===== src/rtl/clk_div_prog.sv =====
// ---------------------------------------------------------------------------
// clk_div_prog
//
// Runtime-programmable clock/strobe divider. Divides i_clk_in by a divisor
// D loaded at run time. Each period is exactly D input cycles: a LOW phase of
// D - (D>>1) cycles followed by a HIGH phase of D>>1 cycles. Besides the
// divided level, single-cycle rise/fall strobes are produced so downstream
// logic can stay on i_clk_in and use them as clock enables.
//
// A new divisor is held as pending and takes effect at the next period
// boundary (end of HIGH), or immediately on restart, so the output never
// shows a truncated or stretched phase.
//
// Ports
//   i_clk_in      : single clock, all logic on the rising edge
//   i_rst         : synchronous reset, active low
//   i_en          : count enable; counter, phase and o_clk_out freeze at 0
//   i_restart     : synchronous restart to LOW cycle 0 of a new period
//   i_div_load    : one-cycle request to load i_div_in
//   i_div_in      : requested divisor (values 0 and 1 are rejected)
//   o_clk_out     : divided level, registered
//   o_tick_rise   : high in the first cycle o_clk_out is 1
//   o_tick_fall   : high in the first cycle o_clk_out is 0 after a HIGH phase
//   o_div_active  : divisor currently in effect
//   o_pending     : a loaded divisor is waiting for the next boundary
//   o_load_err    : one-cycle pulse after a rejected load
// ---------------------------------------------------------------------------
module clk_div_prog #(
    parameter int WIDTH       = 16,
    parameter int DEFAULT_DIV = 2
) (
    input  logic             i_clk_in,
    input  logic             i_rst,
    input  logic             i_en,
    input  logic             i_restart,
    input  logic             i_div_load,
    input  logic [WIDTH-1:0] i_div_in,
    output logic             o_clk_out,
    output logic             o_tick_rise,
    output logic             o_tick_fall,
    output logic [WIDTH-1:0] o_div_active,
    output logic             o_pending,
    output logic             o_load_err
);

    localparam logic [WIDTH-1:0] DEF_DIV = WIDTH'(DEFAULT_DIV);
    localparam logic [WIDTH-1:0] ONE     = WIDTH'(1);
    localparam logic [WIDTH-1:0] ZERO    = '0;

    typedef enum logic {
        PH_LOW  = 1'b0,
        PH_HIGH = 1'b1
    } phase_e;

    // Phase lengths. LOW takes the extra cycle of an odd divisor.
    function automatic logic [WIDTH-1:0] low_len(input logic [WIDTH-1:0] d);
        return d - (d >> 1);
    endfunction

    function automatic logic [WIDTH-1:0] high_len(input logic [WIDTH-1:0] d);
        return d >> 1;
    endfunction

    phase_e           r_phase;
    phase_e           w_phase_nxt;
    logic [WIDTH-1:0] r_cnt;
    logic [WIDTH-1:0] w_cnt_nxt;
    logic [WIDTH-1:0] r_div_active;
    logic [WIDTH-1:0] w_div_active_nxt;
    logic [WIDTH-1:0] r_pend_val;
    logic [WIDTH-1:0] w_pend_val_nxt;
    logic             r_pending;
    logic             w_pending_nxt;
    logic             r_clk_out;
    logic             w_clk_out_nxt;
    logic             r_tick_rise;
    logic             w_tick_rise_nxt;
    logic             r_tick_fall;
    logic             w_tick_fall_nxt;
    logic             r_load_err;
    logic             w_load_err_nxt;

    logic             w_load_ok;
    logic             w_load_bad;
    logic [WIDTH-1:0] w_len_m1;
    logic             w_last;
    logic             w_boundary;
    logic [WIDTH-1:0] w_next_div;

    // A divisor is valid when any bit above bit 0 is set, i.e. D >= 2.
    assign w_load_ok  = i_div_load & (|i_div_in[WIDTH-1:1]);
    assign w_load_bad = i_div_load & ~(|i_div_in[WIDTH-1:1]);

    // Phase lengths are at least 1 for any D >= 2, so len-1 never underflows.
    assign w_len_m1 = (r_phase == PH_LOW) ? (low_len(r_div_active) - ONE)
                                          : (high_len(r_div_active) - ONE);
    assign w_last   = (r_cnt == w_len_m1);

    // Divisor to adopt at a boundary or restart: a valid same-cycle load
    // wins over a stored pending value, which wins over the current one.
    assign w_next_div = w_load_ok ? i_div_in
                                  : (r_pending ? r_pend_val : r_div_active);

    always_comb begin
        w_phase_nxt      = r_phase;
        w_cnt_nxt        = r_cnt;
        w_clk_out_nxt    = r_clk_out;
        w_tick_rise_nxt  = 1'b0;
        w_tick_fall_nxt  = 1'b0;
        w_div_active_nxt = r_div_active;
        w_pending_nxt    = r_pending;
        w_pend_val_nxt   = r_pend_val;
        w_load_err_nxt   = w_load_bad;
        w_boundary       = 1'b0;

        if (i_restart) begin
            // Restart ignores i_en and adopts any waiting divisor at once.
            w_phase_nxt      = PH_LOW;
            w_cnt_nxt        = ZERO;
            w_clk_out_nxt    = 1'b0;
            w_tick_fall_nxt  = r_clk_out;
            w_div_active_nxt = w_next_div;
            w_pending_nxt    = 1'b0;
        end else begin
            if (i_en) begin
                if (w_last) begin
                    w_cnt_nxt = ZERO;
                    if (r_phase == PH_LOW) begin
                        w_phase_nxt     = PH_HIGH;
                        w_clk_out_nxt   = 1'b1;
                        w_tick_rise_nxt = 1'b1;
                    end else begin
                        // End of HIGH is the period boundary.
                        w_phase_nxt      = PH_LOW;
                        w_clk_out_nxt    = 1'b0;
                        w_tick_fall_nxt  = 1'b1;
                        w_boundary       = 1'b1;
                        w_div_active_nxt = w_next_div;
                        w_pending_nxt    = 1'b0;
                    end
                end else begin
                    w_cnt_nxt = r_cnt + ONE;
                end
            end

            // Loads not consumed by a boundary are parked; last one wins.
            if (w_load_ok && !w_boundary) begin
                w_pend_val_nxt = i_div_in;
                w_pending_nxt  = 1'b1;
            end
        end
    end

    // State and output registers
    always_ff @(posedge i_clk_in) begin
        if (!i_rst) begin
            r_phase      <= PH_LOW;
            r_cnt        <= ZERO;
            r_clk_out    <= 1'b0;
            r_tick_rise  <= 1'b0;
            r_tick_fall  <= 1'b0;
            r_div_active <= DEF_DIV;
            r_pending    <= 1'b0;
            r_load_err   <= 1'b0;
        end else begin
            r_phase      <= w_phase_nxt;
            r_cnt        <= w_cnt_nxt;
            r_clk_out    <= w_clk_out_nxt;
            r_tick_rise  <= w_tick_rise_nxt;
            r_tick_fall  <= w_tick_fall_nxt;
            r_div_active <= w_div_active_nxt;
            r_pending    <= w_pending_nxt;
            r_load_err   <= w_load_err_nxt;
        end
    end

    // The stored divisor is only meaningful while r_pending is set, so it
    // needs no reset; clearing r_pending discards it.
    always_ff @(posedge i_clk_in) begin
        r_pend_val <= w_pend_val_nxt;
    end

    assign o_clk_out    = r_clk_out;
    assign o_tick_rise  = r_tick_rise;
    assign o_tick_fall  = r_tick_fall;
    assign o_div_active = r_div_active;
    assign o_pending    = r_pending;
    assign o_load_err   = r_load_err;

endmodule


===== config.mk =====
export PLATFORM = sky130hd
export DESIGN_NAME = clk_div_prog
export DESIGN_NICKNAME = d
export VERILOG_FILES = /design/src/rtl/clk_div_prog.sv
export SDC_FILE = /design/constraint.sdc
export NUM_CORES = 1
export LEC_CHECK = 0
export BUFFER_PORTS_ARGS = -buffer_cell sky130_fd_sc_hd__buf_2
export CAP_MARGIN = 10
export CORE_MARGIN = 1.5
export CORE_UTILIZATION = 55
export DETAILED_ROUTE_END_ITERATION = 8
export GPL_ROUTABILITY_DRIVEN = 0
export PLACE_DENSITY = 0.75
export SETUP_SLACK_MARGIN = 0.2
export SLEW_MARGIN = 20
export SYNTH_ARGS = -nofsm -noshare
export SYNTH_HDL_FRONTEND = slang
export SYNTH_SLANG_ARGS = --single-unit

===== constraint.sdc =====
create_clock -name i_clk_in -period 7.3 [get_ports i_clk_in]
set_input_delay 0.73 -clock i_clk_in [delete_from_list [all_inputs] [get_ports i_clk_in]]
set_output_delay 0.73 -clock i_clk_in [all_outputs]
set_load 0.02 [all_outputs]

Word level (Yosys, flattened, before mapping)
Cells that the tools add are included.
Widths: inputs -> output; s select.
- register bits: 53
- input port bits: 21
- output and inout bits: 21
- logic and storage cells: 53
- add/subtract/negate cells: 4
- equality and inequality tests: 1
- mux-type cells: 18
- bitwise gates (word level): 7
- reductions and logical operators: 15
- operators with widths (kind ; number):
    $mux 16 ; 8
    $add 16x1->16 const B ; 1
    $eq 16x16->1 ; 1
    $sub 15x1->16 const B ; 1
    $sub 16x1->16 const B ; 1
    $sub 16x15->16 ; 1
    $reduce_or 15->1 ; 1
    $reduce_bool 2->1 ; 6
    $mux 1 ; 10
    $reduce_and 3->1 ; 2
    $not 1->1 ; 5
    $reduce_and 2->1 ; 2
    $reduce_or 4->1 ; 1
    $and 1x1->1 ; 2
    $reduce_or 2->1 ; 1
    $logic_and 1x1->1 ; 1
    $logic_not 1->1 ; 1

Logic depth before layout (Yosys ltp)
Gate-level depths: netlist of the first run.
- word-level depth: 11
- mapped depth: 14
- depth with buffers taken out: 12

Least setup slack after synthesis of the first run
Ideal clock, no wire load.
- path type: reg-to-reg
- start point: reg r_div_active[1] (netlist: o_div_active[1])
- end point: reg r_pend_val[0] (enable)
- library setup time: 0.413 ns
- data arrival time: 3.906 ns
- required time: 6.887 ns
- path slack: 2.981 ns
- cell stages (with the launch flop): 13
- buffers on the path: 0
- clock period less this slack: 4.319 ns
- cells stage by stage: dfxtp_1 > inv_1 > ha_1 > fa_1 > nor2b_1 > o311ai_0 > nand3_1 > a41oi_1 > xnor2_1 > and4b_2 > nand4_1 > nor2_1 > nor3b_1
- longest elaborated chain between the ends: 10
- elaborated cells on any way between the ends: 11
- those cells by class: add/sub: 3; eq/ne: 1; mux: 4; reduce/logical: 3
- RTL lines (what ; line ; source):
    start, declared ; 68 ; logic [WIDTH-1:0] r_div_active;
    start signal, assigned ; 171 ; r_div_active <= w_div_active_nxt;
    $sub 16x15->16 ; 57 ; return d - (d >> 1);
    $sub 16x1->16 ; 95 ; assign w_len_m1 = (r_phase == PH_LOW) ? (low_len(r_div_active) - ONE)
    $mux 16 (*) ; 95 ;
    $eq 16x16->1 (*) ; 97 ; assign w_last = (r_cnt == w_len_m1);
    $mux 1 (*) ; 126 ; if (w_last) begin
    $mux 1 (*) ; 125 ; if (i_en) begin
    $mux 1 (*) ; 116 ; if (i_restart) begin
    $logic_not 1->1 (*) ; 147 ; if (w_load_ok && !w_boundary) begin
    $logic_and 1x1->1 (*) ; 147 ;
    $reduce_and 2->1 (no source line) (*) ; -- ;
    end signal, assigned ; 180 ; r_pend_val <= w_pend_val_nxt;
    end, declared ; 70 ; logic [WIDTH-1:0] r_pend_val;
Every way passes the cells marked *; elsewhere a longest branch is shown, timed or not. The select of a mux whose other input is x is not followed.
A chain may end at the register's enable or synchronous reset.

Final worst setup path of the first run
- start point: reg r_div_active[1] (netlist: o_div_active[1])
- end point: reg r_tick_rise (netlist: o_tick_rise)
- longest elaborated chain between the ends: 6
- elaborated cells on any way between the ends: 7
- those cells by class: add/sub: 3; eq/ne: 1; mux: 1; bitwise: 1; reduce/logical: 1
- RTL lines (what ; line ; source):
    $sub 16x15->16 ; 57 ;
    $sub 16x1->16 ; 95 ;
    $mux 16 (*) ; 95 ;
    $eq 16x16->1 (*) ; 97 ;
    $not 1->1 (no source line) (*) ; -- ;
    $reduce_or 4->1 (no source line) (*) ; -- ;
    end signal, assigned ; 169 ; r_tick_rise <= w_tick_rise_nxt;
    end, declared ; 76 ; logic r_tick_rise;
Every way passes the cells marked *; elsewhere a longest branch is shown, timed or not.

==> flow_summary.yaml, run 1 <==
placement:
  dp.cells: 616
  dp_hpwl_um: 8260
  dp_slack_ps: 2960
  io_buffers: 41
  placed_area_mm2: 0.00445
worst_setup_path:
  required_ps: 7530
  worst-path-stages: 12
  r2r_cells: 12
  rrSetupSlack_ps: 3090
  crit_type: "reg -> reg"
  crit_path_cell_trace: "inv_1, ha_1, fa_1, nor2b_1, o311ai_0, nand3_1, a41oi_1, xnor2_1, or2b_2, or4_1, or4_4, nor2_1"
  critPathLaunchType: "flop"
  critPathLaunch: "o_div_active[1]$_SDFFE_PN1P_"
  cp_top_family: "simple AND/OR/NAND/NOR gates"
  cp-end-kind: "flop"
  worst-path-max-fanout: 7
  cp_num_buf_inv: 1
  worstPathArrival_ps: 4430
  r2r-start: "o_div_active[1]$_SDFFE_PN1P_"
  cp_slowest_cell: "or4_4"
  slowest_delay_ps: 540
  cp-endpoint: "o_tick_rise$_SDFF_PP0_"
  r2r-end: "o_tick_rise$_SDFF_PP0_"
run:
  cap_violations: 0
synth:
  syn_inst: 494
  ys_ff_latch: 53
  synthArstFlopShare: 0
  synth_area_leaders: "dfxtp_1, edfxtp_1, ha_1"
  synth_edf_count: 16
  synth_warnings: 0
  synthFlopType: "dfxtp_1"
  synth_cell_types: 72
  synth.top_cell.area_share: 0.175
  synth_common_cells: "nand2_1, nor2_1, dfxtp_1"
  synth_most_common_cell: "nand2_1"
  synth.net_count: 547
  syn_avg_cell_area_um2: 8.56
  synth_area_mm2: 0.00423
  synth_seq_area_share: 0.289
  yosysTopAreaCell: "dfxtp_1"
power:
  power_mw: 0.823
  clock_power_share: 0.235
  seq_power_share: 0.399
  p_int_mw: 0.538
  ir_drop_v: 0.000173
  power_leakage_nw: 1.87
  comb_power_share: 0.366
  p_sw_frac: 0.346
  p_switching_mw: 0.285
  p_per_area_mw_per_mm2: 180
timing:
  relSlewSlack: 0.356
  period_needed_ps: 4210
  fin_hold_ws_ps: 492
  slew_violations: 0
  max_freq_mhz: 238
  post-route-period-util: 0.576
  rsz0062_at_grt: "no"
  worst_slew_pin_slew_ps: 966
  timing_hold_violations_final: 0
  finalSetupViolCount: 0
  timing.setup.tns_ps: 0
  fin_skew_ps: 7.16
  final.setup.worst_slack_ps: 3090
run_status:
  status: "complete, no violations"
final_layout:
  syn_to_final_growth_pct: 7.93
  final_util: 0.623
  final_nets: 577
  layout-drive-gt1-share: 0.164
  antenna_cells: 0
  design_area_mm2: 0.00456
  layout.cells.non_filler: 623
clock_tree:
  clock_latency_ps: 300
  cts_sinks: 53
  cts_buffers: 5
  h-tree-depth: 2
  cts_resized: 0
  cts_tree: "yes"
  root_buffer: "clkbuf_8"
  ctsHoldBuffers: 0
  clock_path_buffers: 2
  cts_setup_buffers: 0
  path_clk_slew_ps: 90
floorplan:
  die_width_um: 90.7
  coreArea_mm2: 0.00733
  die_h_um: 90.7
  dieArea_mm2: 0.00822
  initial_core_util: 0.577
  io-pin-count: 42
  row_count: 31
global_route:
  grt_antenna_before_repair: 0
  overflow: 0
  grt_usage: 0.260
  grt_pass1_wl_um: 17300
  grt_start_max_net_pins: 37
  grt_pass1_vias: 3567
drt:
  initialDrtViolationCount: 236
  vias: 3753
  drt-total-wl_um: 10800
  wl_per_cell_um: 17.4
  drc: 0
  vias_per_cell: 6.02
  first_pass_iters: 6
  ant_nets: 0
min_path:
  hold_path.class: "reg -> reg"
worst reg2reg max path, delay by kind of cell, from the launching register on:
family | cells | cell delay (ps)
AO/OA/AOI/OAI | 2 | 820
XOR/XNOR | 1 | 210
adder cells (fa/ha/maj) | 2 | 640
buffers and inverters | 1 | 140
flip-flops | 1 | 490
AND/OR/NAND/NOR | 6 | 1820
area by class of cell:
type	instances	area, µm²
inverters	31	116
fillers	627	2770
repair buffers	42	213
clock buffers	5	68.8
multi-input cells	391	2790
well taps	99	124
clock inverters	2	35.0
flip-flops and latches	53	1220
registers in the layout, indices dropped and copies added (netlist names):
name          cells
r_cnt            16
o_pending         1
o_tick_rise       1
o_tick_fall       1
o_load_err        1
o_div_active     16
r_pend_val       16
o_clk_out         1
layout by cell type, fill, tap and decap left out, drive strengths merged, types with 4 or more instances in the layout:
master | netlist | routed
nand2 | 57 | 57
nor2 | 49 | 49
buf | 8 | 42
dfxtp | 37 | 37
ha | 31 | 31
inv | 31 | 31
xnor2 | 27 | 27
a21oi | 22 | 22
mux2i | 19 | 19
nand3 | 18 | 18
xor2 | 18 | 18
edfxtp | 16 | 16
mux2 | 16 | 16
nor4 | 12 | 12
o21ai | 11 | 11
and3 | 9 | 9
nor2b | 9 | 9
nor3 | 7 | 7
nand4 | 6 | 6
and4 | 6 | 6
clkbuf | 11 | 5
o211ai | 5 | 5
nand2b | 4 | 4
or2 | 4 | 4
a211oi | 4 | 4
a31oi | 4 | 4
o31ai | 4 | 4
layer usage:
metal	vias to the layer above	part of all wire	GRT usage
li1	1826	-	-
met1	1779	0.44	0.340
met2	131	0.48	0.440
met3	17	0.058	0.0370
met4	0	0.020	0.0807
met5	-	0	0
power by group through the flow:
stage / clock, mW / combinational (mW) / sequential, mW
after CTS: 0.193 / 0.293 / 0.328
after floorplan: 0 / 0.217 / 0.338
after global placement: 0 / 0.286 / 0.333
after global routing: 0.203 / 0.329 / 0.330
final: 0.194 / 0.301 / 0.328
after detailed placement: 0 / 0.291 / 0.335
cells by family after synthesis:
logic type / share of synthesized area
AO/OA/AOI/OAI: 0.138
multiplexers: 0.0876
flip-flops: 0.289
buffers and inverters: 0.0571
adder cells (fa/ha/maj): 0.0964
AND/OR/NAND/NOR: 0.239
XOR/XNOR: 0.0932
how the worst min path moves through the flow:
| stage | from | to | slack, ps | cells after the start |
|---|---|---|---|---|
| 2_1_floorplan | r_cnt[3]$_SDFFE_PP0P_ | r_cnt[3]$_SDFFE_PP0P_ | 460 | 2 |
| 3_3_place_gp | o_div_active[0]$_SDFFE_PN0P_ | o_div_active[0]$_SDFFE_PN0P_ | 480 | 2 |
| 3_5_place_dp | o_div_active[0]$_SDFFE_PN0P_ | o_div_active[0]$_SDFFE_PN0P_ | 480 | 2 |
| 4_1_cts | o_div_active[0]$_SDFFE_PN0P_ | o_div_active[0]$_SDFFE_PN0P_ | 490 | 2 |
| 5_1_grt | o_div_active[0]$_SDFFE_PN0P_ | o_div_active[0]$_SDFFE_PN0P_ | 520 | 2 |
| 6_report | o_div_active[0]$_SDFFE_PN0P_ | o_div_active[0]$_SDFFE_PN0P_ | 490 | 2 |
No activity file was read; power rests on OpenSTA's default activity.
==> run 2: changes to the inputs <==
==> constraint.sdc (replaced) <==
create_clock -name i_clk_in -period 3.9 [get_ports i_clk_in]
set_input_delay 0.39 -clock i_clk_in [delete_from_list [all_inputs] [get_ports i_clk_in]]
set_output_delay 0.39 -clock i_clk_in [all_outputs]
set_load 0.02 [all_outputs]
==> run 2 against run 1 <==
Final area up 5.8%; global-route usage up 0.91 points; register-to-register slack got worse by 2800 ps; setup slack got worse by 2800 ps; clock skew is essentially flat.
==> flow_summary.yaml, run 2 (synthesis gave the netlist of run 1 again) <==
power:
  power_mw: 1.56
  ir_drop_v: 0.000360
  p_per_area_mw_per_mm2: 323
  power_leakage_nw: 2.01
clock_tree:
  clock_path_buffers: 2
  cts_buffers: 5
  path_clk_slew_ps: 80
  clock_latency_ps: 300
  h-tree-depth: 2
  cts_tree: "yes"
  root_buffer: "clkbuf_8"
  cts_sinks: 53
worst_setup_path:
  worstPathArrival_ps: 3850
  cp_top_family: "simple AND/OR/NAND/NOR gates"
  cp_slowest_cell: "or4_4"
  cp_num_buf_inv: 2
  slowest_delay_ps: 580
  crit_type: "reg -> reg"
  cp-end-kind: "flop"
  critPathLaunchType: "flop"
  worst-path-max-fanout: 4
  required_ps: 4140
  crit_path_cell_trace: "inv_1, ha_1, nor2b_1, o311ai_1, buf_4, a21oi_2, nor4_1, a2111o_1, nand3b_1, or4_4, or4_4, a21oi_2"
timing:
  timing_hold_violations_final: 0
  post-route-period-util: 0.927
  rsz0062_at_grt: "no"
  max_freq_mhz: 277
  fin_skew_ps: 6.92
  worst_slew_pin_slew_ps: 812
  period_needed_ps: 3620
  relSlewSlack: 0.459
  slew_violations: 0
  final.setup.worst_slack_ps: 285
  finalSetupViolCount: 0
  timing.setup.tns_ps: 0
final_layout:
  layout-drive-gt1-share: 0.229
  layout_commonest_cell: "nand2_1"
  layout_common_cells: "nand2_1, nor2_1, buf_2"
  antenna_cells: 0
  final_nets: 603
  design_area_mm2: 0.00483
  syn_to_final_growth_pct: 14.2
global_route:
  grt_antenna_before_repair: 0
  grt_pass1_wl_um: 17900
  grt_usage: 0.269
  grt_pass1_vias: 3848
  grt_start_max_net_pins: 37
  overflow: 0
min_path:
  hold_path.class: "in -> reg"
drt:
  wl_per_cell_um: 17.0
  ant_nets: 0
  first_pass_iters: 5
  vias: 3970
  initialDrtViolationCount: 316
  vias_per_cell: 6.11
  drt-total-wl_um: 11100
  drc: 0
placement:
  dp_slack_ps: 164
  placed_area_mm2: 0.00462
  io_buffers: 41
  dp_hpwl_um: 8610
floorplan:
  dieArea_mm2: 0.00822
  coreArea_mm2: 0.00733
  io-pin-count: 42
  die_h_um: 90.7
  row_count: 31
  die_width_um: 90.7
  initial_core_util: 0.577
run:
  cap_violations: 0
run_status:
  status: "complete, no violations"
==> run 2: cell count changes in the layout (fill, tap and decap cells not counted), moves of 2 or more <==
cell and delta:
buf_4 +25, dfxtp_1 -2, dfxtp_2 +2, ha_1 -2
==> run 2: timing repair <==
item	in CTS	in global routing
buffers inserted	0	4
hold buffers	0	0
pin swaps	0	9
cloned	0	0
gates resized for setup	1	20
endpoints found under the setup margin	19	40
==> run 2: power breakdown <==
part           switching, mW  total (mW)  internal (mW)
sequential            0.0136       0.605          0.592
combinational          0.366       0.643          0.276
clock                  0.170       0.311          0.141
==> run 2: per-layer routing <==
metal,part of all wire,wire (µm),track usage,vias up
met2,0.47,5210,0.453,171
met5,0,0,0,-
met1,0.43,4750,0.341,1878
met4,0.033,369,0.112,0
li1,-,-,-,1886
met3,0.065,721,0.0404,35
==> run 2: area by class of cell <==
type                       instances  area (µm²)
clock buffer                       6        82.6
timing repair buffer              68         420
fill                             588        2500
inverter                          31         119
sequential                        53        1220
tap                               99         124
clock inverter                     2        8.76
multi-input combinational        391        2850
==> run 2: through the flow <==
stage,hold WS [ps],cells,utilization
floorplan,462,494,-
global placement,481,638,0.630
detailed placement,485,638,0.630
CTS,269,646,0.642
global route,272,650,0.659
finish,278,650,0.659
==> run 2: path summary, 6_finish.rpt <==
kind                                 from                      endpoint  slack [ps]  cells past startpoint
min                           i_div_in[0]       r_pend_val[0]$_DFFE_PP_         280                      1
max reg2reg  o_div_active[2]$_SDFFE_PN0P_        o_tick_fall$_SDFF_PN0_         280                     12
max          o_div_active[2]$_SDFFE_PN0P_        o_tick_fall$_SDFF_PN0_         280                     12
min reg2reg  o_div_active[2]$_SDFFE_PN0P_  o_div_active[2]$_SDFFE_PN0P_         520                      2
